===== src/rtl/md_issue_ctrl_pkg.sv =====
// Shared MDOp/class codes, FSM states and default latencies
// for the multiply/divide issue controller.
package md_issue_ctrl_pkg;

  typedef enum logic [2:0] {
    MUDI_NONE  = 3'd0,
    MUDI_MULT  = 3'd1,
    MUDI_MULTU = 3'd2,
    MUDI_DIV   = 3'd3,
    MUDI_DIVU  = 3'd4,
    MUDI_MTHI  = 3'd5,
    MUDI_MTLO  = 3'd6
  } mudi_e;

  typedef enum logic [3:0] {
    MD_CLS_NONE  = 4'd0,
    MD_CLS_MULT  = 4'd1,
    MD_CLS_MULTU = 4'd2,
    MD_CLS_DIV   = 4'd3,
    MD_CLS_DIVU  = 4'd4,
    MD_CLS_MTHI  = 4'd5,
    MD_CLS_MTLO  = 4'd6,
    MD_CLS_MFHI  = 4'd7,
    MD_CLS_MFLO  = 4'd8
  } md_cls_e;

  typedef enum logic {
    ST_IDLE = 1'b0,
    ST_RUN  = 1'b1
  } md_state_e;

  localparam int MD_MUL_CYCLES = 5;
  localparam int MD_DIV_CYCLES = 10;
  localparam int MD_CNT_W      = 4;

endpackage


===== src/rtl/md_issue_ctrl_decode.sv =====
// E-stage HI/LO class decode: issue flag, MDOp code,
// HI/LO read select and shadow-counter load value.
module md_cls_decode
  import md_issue_ctrl_pkg::*;
#(
  parameter int MUL_CYCLES = MD_MUL_CYCLES,
  parameter int DIV_CYCLES = MD_DIV_CYCLES,
  parameter int CNT_W      = MD_CNT_W
) (
  input  logic             e_valid_i,
  input  logic [3:0]       e_md_op_i,
  output logic             is_md_o,
  output logic [2:0]       md_op_o,
  output logic             mf_sel_hi_o,
  output logic [CNT_W-1:0] load_o
);

  mudi_e op;

  always_comb begin
    is_md_o = 1'b0;
    op      = MUDI_NONE;
    load_o  = '0;
    if (e_valid_i) begin
      unique case (e_md_op_i)
        MD_CLS_MULT: begin
          is_md_o = 1'b1;
          op      = MUDI_MULT;
          load_o  = CNT_W'(MUL_CYCLES);
        end
        MD_CLS_MULTU: begin
          is_md_o = 1'b1;
          op      = MUDI_MULTU;
          load_o  = CNT_W'(MUL_CYCLES);
        end
        MD_CLS_DIV: begin
          is_md_o = 1'b1;
          op      = MUDI_DIV;
          load_o  = CNT_W'(DIV_CYCLES);
        end
        MD_CLS_DIVU: begin
          is_md_o = 1'b1;
          op      = MUDI_DIVU;
          load_o  = CNT_W'(DIV_CYCLES);
        end
        MD_CLS_MTHI: op = MUDI_MTHI;
        MD_CLS_MTLO: op = MUDI_MTLO;
        default: ;
      endcase
    end
  end

  assign md_op_o     = op;
  assign mf_sel_hi_o = (e_md_op_i == MD_CLS_MFHI);

endmodule


===== src/rtl/md_issue_ctrl.sv =====
// Issue/hazard control in front of the mult/div unit with a
// shadow latency counter cross-checked against the unit's Busy.
module md_issue_ctrl
  import md_issue_ctrl_pkg::*;
#(
  parameter int MUL_CYCLES = MD_MUL_CYCLES,
  parameter int DIV_CYCLES = MD_DIV_CYCLES,
  parameter int CNT_W      = MD_CNT_W
) (
  input  logic       clk,
  input  logic       rst,
  input  logic       e_valid,
  input  logic [3:0] e_md_op,
  input  logic       d_md_use,
  input  logic       md_busy,
  output logic       md_start,
  output logic [2:0] md_op,
  output logic       md_stall,
  output logic       mf_sel_hi,
  output logic       err_mismatch
);

  md_state_e        state_q, state_d;
  logic [CNT_W-1:0] cnt_q, cnt_d;
  logic             err_q, err_d;
  logic             arm_q;
  logic             is_md;
  logic             start_now;
  logic [CNT_W-1:0] load;

  md_cls_decode #(
    .MUL_CYCLES(MUL_CYCLES),
    .DIV_CYCLES(DIV_CYCLES),
    .CNT_W     (CNT_W)
  ) u_dec (
    .e_valid_i  (e_valid),
    .e_md_op_i  (e_md_op),
    .is_md_o    (is_md),
    .md_op_o    (md_op),
    .mf_sel_hi_o(mf_sel_hi),
    .load_o     (load)
  );

  assign start_now = is_md && (state_q == ST_IDLE);

  always_comb begin
    state_d = state_q;
    cnt_d   = cnt_q;
    err_d   = err_q;
    unique case (state_q)
      ST_IDLE: begin
        if (start_now) begin
          state_d = ST_RUN;
          cnt_d   = load;
        end
        // Busy right after reset release may be stale.
        if (md_busy && arm_q) err_d = 1'b1;
      end
      ST_RUN: begin
        if (cnt_q == CNT_W'(1)) begin
          state_d = ST_IDLE;
          cnt_d   = '0;
        end else begin
          cnt_d = cnt_q - CNT_W'(1);
        end
        if (!md_busy || is_md) err_d = 1'b1;
      end
      default: begin
        state_d = ST_IDLE;
        cnt_d   = '0;
      end
    endcase
  end

  always_ff @(posedge clk or negedge rst) begin
    if (!rst) begin
      state_q <= ST_IDLE;
      cnt_q   <= '0;
      err_q   <= 1'b0;
      arm_q   <= 1'b0;
    end else begin
      state_q <= state_d;
      cnt_q   <= cnt_d;
      err_q   <= err_d;
      arm_q   <= 1'b1;
    end
  end

  assign md_start     = start_now;
  assign md_stall     = d_md_use &&
                        ((state_q == ST_RUN) || start_now);
  assign err_mismatch = err_q;

endmodule


===== config.mk =====
export PLATFORM = sky130hd
export DESIGN_NAME = md_issue_ctrl
export DESIGN_NICKNAME = d
export VERILOG_FILES = /design/src/rtl/md_issue_ctrl_pkg.sv /design/src/rtl/md_issue_ctrl_decode.sv /design/src/rtl/md_issue_ctrl.sv
export SDC_FILE = /design/constraint.sdc
export NUM_CORES = 1
export LEC_CHECK = 0
export CAP_MARGIN = 40
export CORE_UTILIZATION = 25
export CTS_CLUSTER_DIAMETER = 60
export DETAILED_ROUTE_END_ITERATION = 10
export PLACE_DENSITY = 0.5
export SETUP_SLACK_MARGIN = 0.05
export SYNTH_ARGS = -nofsm -noshare
export SYNTH_HDL_FRONTEND = slang
export SYNTH_SLANG_ARGS = --single-unit
export TNS_END_PERCENT = 50

===== constraint.sdc =====
create_clock -name clk -period 1.3 [get_ports clk]
set_input_delay 0.13 -clock clk [delete_from_list [all_inputs] [get_ports clk]]
set_output_delay 0.13 -clock clk [all_outputs]
set_load 0.005 [all_outputs]

# After elaboration in Yosys (flattened, before gate mapping)

Index checks and enable logic that the tools add are counted.

Register bits after elaboration: 7
Bits of input ports: 9
Output and inout port bits: 7
Logic and storage cells: 42

$add $sub $neg: 1
Equality and inequality tests: 11
Muxes and demuxes: 15
Bitwise operators: 1
Reduce and logical (&&, ||, !) cells: 10

Operator list:

| operator                                                            | count |
|---|---|
| 3-bit case mux with 6 select lines                                  | 1 |
| 4-bit by 3-bit == test with 1-bit output (second input constant)    | 4 |
| 4-bit case mux with 2 select lines                                  | 2 |
| 4-bit two-way mux                                                   | 3 |
| 4-bit by 1-bit == test with 1-bit output (second input constant)    | 2 |
| 4-bit by 2-bit == test with 1-bit output (second input constant)    | 2 |
| 1-bit two-way mux                                                   | 6 |
| 2-bit by 1-bit != test with 1-bit output (second input constant)    | 2 |
| 1-bit case mux with 2 select lines                                  | 2 |
| 2-bit OR reduction                                                  | 2 |
| 4-bit OR reduction                                                  | 1 |
| 4-bit by 1-bit subtractor with 4-bit output (second input constant) | 1 |
| 1-bit logical AND                                                   | 3 |
| 3-bit two-way mux                                                   | 1 |
| 1-bit logical OR                                                    | 2 |
| 2-bit != test (second input constant)                               | 1 |
| 2-bit AND reduction                                                 | 1 |
| 1-bit logical NOT                                                   | 1 |
| 1-bit NOT                                                           | 1 |

# Depth between registers and ports, before layout

Gate-level depths: netlist (run 1).

Word-level depth: 7
Gate-level depth with buffers: 6

# Hierarchy

Synthesis (run 1) repeated with hierarchy kept, for this count alone.

Cell total of the unflattened synthesis: 54
Area total of the unflattened synthesis: 495.5 µm²

By module, submodules not included:

| module        | times used | cells each | area an instance (µm²) | seq. area each (µm²) |
|---|---|---|---|---|
| md_issue_ctrl | 1          | 35         | 355.3                  | 175.2 |
| md_cls_decode | 1          | 19         | 140.1                  | 0.0 |

# Worst setup path after synthesis (run 1)

No wires, ideal clock.

Path kind: flip-flop to flip-flop
Start: register cnt_q[1]
End: register cnt_q[0]
Library setup time: 0.125 ns
Arrival time: 1.284 ns
Required time: 1.175 ns
Path slack: -0.109 ns
Cell stages (with the launch flop): 7
Path buffers: 0
Clock period less this slack: 1.409 ns
Path through: dfrtp_1 inv_1 ha_1 inv_1 o31ai_1 o21ai_0 mux2_4

Cells in the longest elaborated chain, start to end: 3

RTL lines:

| item                                     | RTL line            | source |
|---|---|---|
| start, declared                          | md_issue_ctrl.sv:24 | `logic [CNT_W-1:0] cnt_q, cnt_d;` |
| start signal, assigned                   | md_issue_ctrl.sv:83 | `cnt_q <= cnt_d;` |
| 4-bit by 1-bit == test with 1-bit output | md_issue_ctrl.sv:60 | `if (cnt_q == CNT_W'(1)) begin` |
| 4-bit two-way mux                        | md_issue_ctrl.sv:60 |  |
| 4-bit case mux with 2 select lines       | md_issue_ctrl.sv:50 | `unique case (state_q)` |

Every way passes these cells.
A chain may end at the register's enable or synchronous reset.

# Worst setup path after layout (run 1)

Start: register cnt_q[1]
End: register cnt_q[3]

Cells in the longest elaborated chain, start to end: 3

RTL lines:

| item                                                                                                           | RTL line |
|---|---|
| 4-bit by 1-bit subtractor with 4-bit output / 4-bit by 1-bit == test with 1-bit output (equally long branches) | md_issue_ctrl.sv:64, md_issue_ctrl.sv:60 |
| 4-bit two-way mux (*)                                                                                          | md_issue_ctrl.sv:60 |
| 4-bit case mux with 2 select lines (*)                                                                         | md_issue_ctrl.sv:50 |

Every way passes the cells marked *; elsewhere a longest branch is shown, timed or not.

==> results of run 1 <==
## placed cells by master, fill, tap and decap left out, types with 2 or more instances in the layout
| cell | count |
|---|---|
| and3_1 | 2 |
| buf_4 | 18 |
| buf_6 | 5 |
| clkbuf_4 | 3 |
| clkdlybuf4s15_1 | 3 |
| clkdlybuf4s15_2 | 4 |
| clkdlybuf4s50_1 | 3 |
| dfrtp_1 | 6 |
| dlygate4sd2_1 | 2 |
| ha_4 | 2 |
| inv_2 | 3 |
| nand2_1 | 4 |
| nand2b_1 | 2 |
| nor2b_1 | 2 |
| nor3b_1 | 2 |
| o21ai_0 | 2 |
| o21ai_2 | 2 |
| or4_4 | 2 |
## worst min path at each step
| stage | end | cells after the start | startpoint |
|---|---|---|---|
| floorplan | arm_q | 0 | rst |
| global placement | cnt_q[0] | 1 | rst |
| detailed placement | cnt_q[0] | 1 | rst |
| CTS | cnt_q[0] | 1 | rst |
| global route | cnt_q[0] | 1 | rst |
| finish | cnt_q[0] | 1 | rst |
## power by group through the flow
stage	Clock (mW)	Sequential [mW]	Combinational (mW)
after global placement	0	0.370	0.636
after global routing	0.217	0.398	1.09
after detailed placement	0	0.376	0.637
after CTS	0.202	0.367	0.769
after floorplan	0	0.356	0.395
final	0.197	0.390	1.00
## layer usage
| metal | GRT usage [%] | wire length, um | vias to the layer above |
|---|---|---|---|
| met5 | 0 | 0 | - |
| met1 | 15.5 | 534 | 237 |
| met2 | 25.6 | 722 | 16 |
| met4 | 3.43 | 26 | 0 |
| met3 | 4.62 | 63 | 2 |
| li1 | - | - | 268 |
## what timing repair did
action,in CTS,in global routing
cloned,0,0
gates resized for setup,34,23
buffers inserted,7,3
pin swaps,4,6
setup endpoints to repair,12,11
## cells by family after synthesis
group / after synthesis / share of synthesized area (%)
AO/OA/AOI/OAI: 12 / 17.9
XOR/XNOR: 1 / 1.74
adder cells (fa/ha/maj): 2 / 4.97
buffers and inverters: 6 / 7.46
flip-flops: 7 / 34.8
multiplexers: 1 / 2.98
other: 1 / 0.746
AND/OR/NAND/NOR: 24 / 29.4
## metrics by stage
stage	TNS (ns)	power, mW
global placement	-4.60	1.01
finish	-0.0974	1.59
CTS	-0.199	1.34
global route	-0.184	1.71
detailed placement	-4.68	1.01
floorplan	-0.0701	0.751
## cells in the mapped netlist (2+ instances only)
library cell / instances
dfrtp_1: 7
o21ai_0: 5
inv_1: 4
nand2_1: 4
nand2b_1: 3
and3_1: 2
and3_2: 2
buf_6: 2
ha_1: 2
nand3_1: 2
nor2_1: 2
nor2b_1: 2
nor3b_1: 2
or4_1: 2
## state kept, by name (all words and copies together), names as in the netlist
name,cells
cnt_q,4
arm_q,1
err_mismatch,1
state_q,1
## worst max-delay path, cell delays in order (launching register included)
cell      delay, ns
dfrtp_1        0.39
buf_4          0.15
buf_4          0.13
or4_4          0.46
o211ai_1       0.17
## final cells by class
cell class / instances / share of cell area, %
Tap cell: 25 / 3.26
Inverter: 4 / 1.56
Sequential cell: 7 / 18.4
Timing Repair Buffer: 37 / 34.6
Multi-Input combinational cell: 41 / 39.5
Clock buffer: 4 / 2.74
==> reports/results.tsv, run 1 <==
metric	value	unit
status	complete, but fails checks	
violated checks	negative setup slack	
Iteration-0 DRC Markers	7	
combinational power share	63.0	%
DIE WIDTH	46.9	um
First-pass DRT Iterations	2	
Critical Path AT	1.55	ns
placed cell count	105	
nets@finish	105	
WS Path Type	flop to flop	
Area Growth Syn to Fin	90.8	%
Port Buf Inserts	15	
Hold Buf Count CTS	0	
Area contributors post-synth	dfrtp_1, ha_1, o21ai_0, buf_6, a31oi_4	
clk_skew	0.000542	ns
CTS tree	yes	
root buf cell	clkbuf_4	
Syn Area/Cell	9.31	um^2
chip height	46.9	um
# IOs	16	
CP Data Required Time	1.46	ns
DRC Markers	0	
Rows	15	
PwrDens	1650	nW/um^2
post-route minimum period	1.38	ns
area leader, netlist	dfrtp_1	
Post-Route Utilization	53.3	%
Worst setup startpoint	cnt_q[1]	
syn_nets	65	
Design Area, Final	960	um^2
R2R setup slack	-0.08	ns
number of fill cells	185	
NetSw	0.575	mW
Worst Setup Start Kind	flop	
Max-cap violations	0	
endpoint class of the critical path	flop	
vias in the first global route	543	
first-pass GRT wire length	2150	um
Reg clk slew, reported paths	0.05	ns
count of final setup violators	2	
min setup slack post-route	-0.0819	ns
Post-synth ARST share	100	%
Crit Path Max Fanout	3	
DR vias/cell	4.43	
wire length per cell	11.4	um
Clock power frac	12.4	%
terminus of the critical flop-to-flop path	cnt_q[3]	
fraction of layout cells with a size suffix above 1	58.1	%
final WL	1350	um
Final ANT Viol Nets	0	
worst vdd ir	674	uV
non-filler cells, final	118	
CTS buffer count	3	
Remaining Overflow, GRT	0	
Clock Path Buffers	2	
Syn Inst Count	54	
Hold Path Class	input pin to async pin	
H-Tree Depth	1	
CTS Sinks	7	
R2R Path Start	cnt_q[1]	
Mapped Area	503	um^2
GRT Resource Usage Total	14.0	%
pre-CTS WS	-0.576	ns
number of hold violations in the final report	0	
WHS	0.141	ns
initial core utilization	27.9	%
initial antenna violation count	0	
fmax	724	MHz
Multi-input gate area	379	um^2
ant diodes	0	
Yosys top cell area share	34.8	%
Synth cell types	27	
register area share after synthesis	34.8	%
largest net degree at the start of global routing	8	
CORE AREA	1800	um^2
DP Area	764	um^2
ys flop type	dfrtp_1	
die area	2200	um^2
number of flops mapped to enable cells by yosys	0	
number of synthesized register bits	7	
hpwl dp	927	um
Slew Limit Fails	0	
crit path to	cnt_q[3]	
path depth of the worst reg2reg path	4	
Final GP Congestion	0.750	
Synth warnings	0	
sw frac	36.3	%
FF+latch area	176	um^2
part of the power in registers	24.6	%
via count	523	
Int Power	1.01	mW
RSZ-0062 raised after global routing	true	
Leak	0.427	nW
fin crit share	106	%
clk_lat worst skew	0.25	ns
(Power assumes the default switching activity.)
==> run 2: changes to the inputs <==
--- a/config.mk
+++ b/config.mk
@@ -14,4 +14,4 @@
 export SYNTH_ARGS = -nofsm -noshare
 export SYNTH_HDL_FRONTEND = slang
 export SYNTH_SLANG_ARGS = --single-unit
-export TNS_END_PERCENT = 50
+export TNS_END_PERCENT = 5
==> reports/results.tsv, run 2 (same netlist as run 1, synthesis figures left out) <==
metric	value	unit
Int Power	0.858	mW
Final GP Congestion	0.750	
fin crit share	106	%
Rows	15	
DRC Markers	0	
PwrDens	1550	nW/um^2
Remaining Overflow, GRT	0	
Largest Register	cnt_q	
sw frac	34.6	%
Hold Path Class	input pin to async pin	
Iteration-0 DRC Markers	7	
die area	2200	um^2
total power	1.31	mW
Slew Limit Fails	0	
WHS	0.141	ns
ant diodes	0	
hpwl dp	927	um
CTS buffer count	3	
Port Buf Inserts	15	
FF+latch area	176	um^2
final WL	1230	um
setup tns final	-0.140	ns
DIE WIDTH	46.9	um
vias in the first global route	521	
clk_skew	0.00283	ns
Area Growth Syn to Fin	68.7	%
Critical Path AT	1.54	ns
endpoint class of the critical path	flop	
terminus of the critical flop-to-flop path	cnt_q[3]	
fraction of layout cells with a size suffix above 1	43.8	%
min setup slack post-route	-0.0759	ns
count of final setup violators	2	
Multi-input gate area	317	um^2
First-pass DRT Iterations	2	
non-filler cells, final	114	
via count	501	
worst vdd ir	570	uV
chip height	46.9	um
R2R Path Start	cnt_q[1]	
CTS tree	yes	
CP Data Required Time	1.46	ns
most common cell after layout, fill and taps aside	buf_4	
RSZ-0062 raised after global routing	true	
Leak	0.399	nW
combinational power share	56.9	%
wire length per cell	10.8	um
part of the power in registers	28.2	%
Clock Path Buffers	2	
placed cell count	105	
GRT Resource Usage Total	13.6	%
largest net degree at the start of global routing	8	
number of fill cells	202	
status	complete, but fails checks	
NetSw	0.454	mW
fmax	727	MHz
initial core utilization	27.9	%
number of hold violations in the final report	0	
Crit Path Max Fanout	3	
Reg clk slew, reported paths	0.05	ns
initial antenna violation count	0	
CORE AREA	1800	um^2
Max-cap violations	0	
first-pass GRT wire length	2100	um
root buf cell	clkbuf_4	
Largest register FFs	4	
nets@finish	101	
CTS Sinks	7	
Final ANT Viol Nets	0	
post-route minimum period	1.38	ns
most frequent cells in the layout	buf_4, dfrtp_1, nand2_1, o21ai_0, dlygate4sd2_1	
Post-Route Utilization	47.1	%
DR vias/cell	4.39	
path depth of the worst reg2reg path	4	
violated checks	negative setup slack	
H-Tree Depth	1	
WS Path Type	flop to flop	
clk_lat worst skew	0.25	ns
# IOs	16	
Clock power frac	14.8	%
R2R setup slack	-0.08	ns
Worst Setup Start Kind	flop	
run 2: through the flow:
| stage | setup WS (ns) | instance area (um^2) |
|---|---|---|
| 3_3_place_gp | -0.570 | 764 |
| 5_1_grt | -0.139 | 848 |
| 3_5_place_dp | -0.576 | 764 |
| 4_1_cts | -0.0996 | 835 |
| 2_1_floorplan | -0.0368 | 508 |
| 6_report | -0.0759 | 848 |
run 2: layer usage:
| layer | wire length [um] | track usage, % |
|---|---|---|
| met1 | 506 | 16.0 |
| met2 | 671 | 23.6 |
| met4 | 0 | 3.43 |
| met3 | 49 | 4.62 |
| met5 | 0 | 0 |
run 2: what timing repair did:
action / in CTS / in global routing
endpoints found under the setup margin: 12 / 8
hold buffers: 0 / 0
gates resized for setup: 28 / 7
pin swaps: 4 / 0
hold endpoints to repair: 0 / 0
setup buffers: 4 / 1
run 2: worst max-delay path, cell delays in order (launching register included):
cell and delay, ns:
dfrtp_1 0.39, buf_4 0.14, buf_4 0.13, or4_1 0.46
o211ai_1 0.17
run 2: final cells by class:
class,count,share of cell area (%)
clock buffers,4,3.10
inverters,4,1.77
multi-input cells,41,37.3
flip-flops and latches,7,20.8
well taps,25,3.69
repair buffers,33,33.3
run 2: worst max path at each step:
stage	from	depth (start not counted)	to
floorplan	cnt_q[0]	5	cnt_q[3]
global placement	e_md_op[1]	5	md_stall
detailed placement	e_md_op[1]	5	md_stall
CTS	cnt_q[1]	6	cnt_q[3]
global route	cnt_q[1]	6	cnt_q[3]
finish	cnt_q[1]	4	cnt_q[3]
run 2: power groups by stage:
stage	registers (mW)	clock network [mW]	logic (mW)
finish	0.370	0.195	0.747
global route	0.378	0.216	0.838
global placement	0.370	0	0.636
detailed placement	0.376	0	0.637
floorplan	0.356	0	0.395
CTS	0.370	0.202	0.709
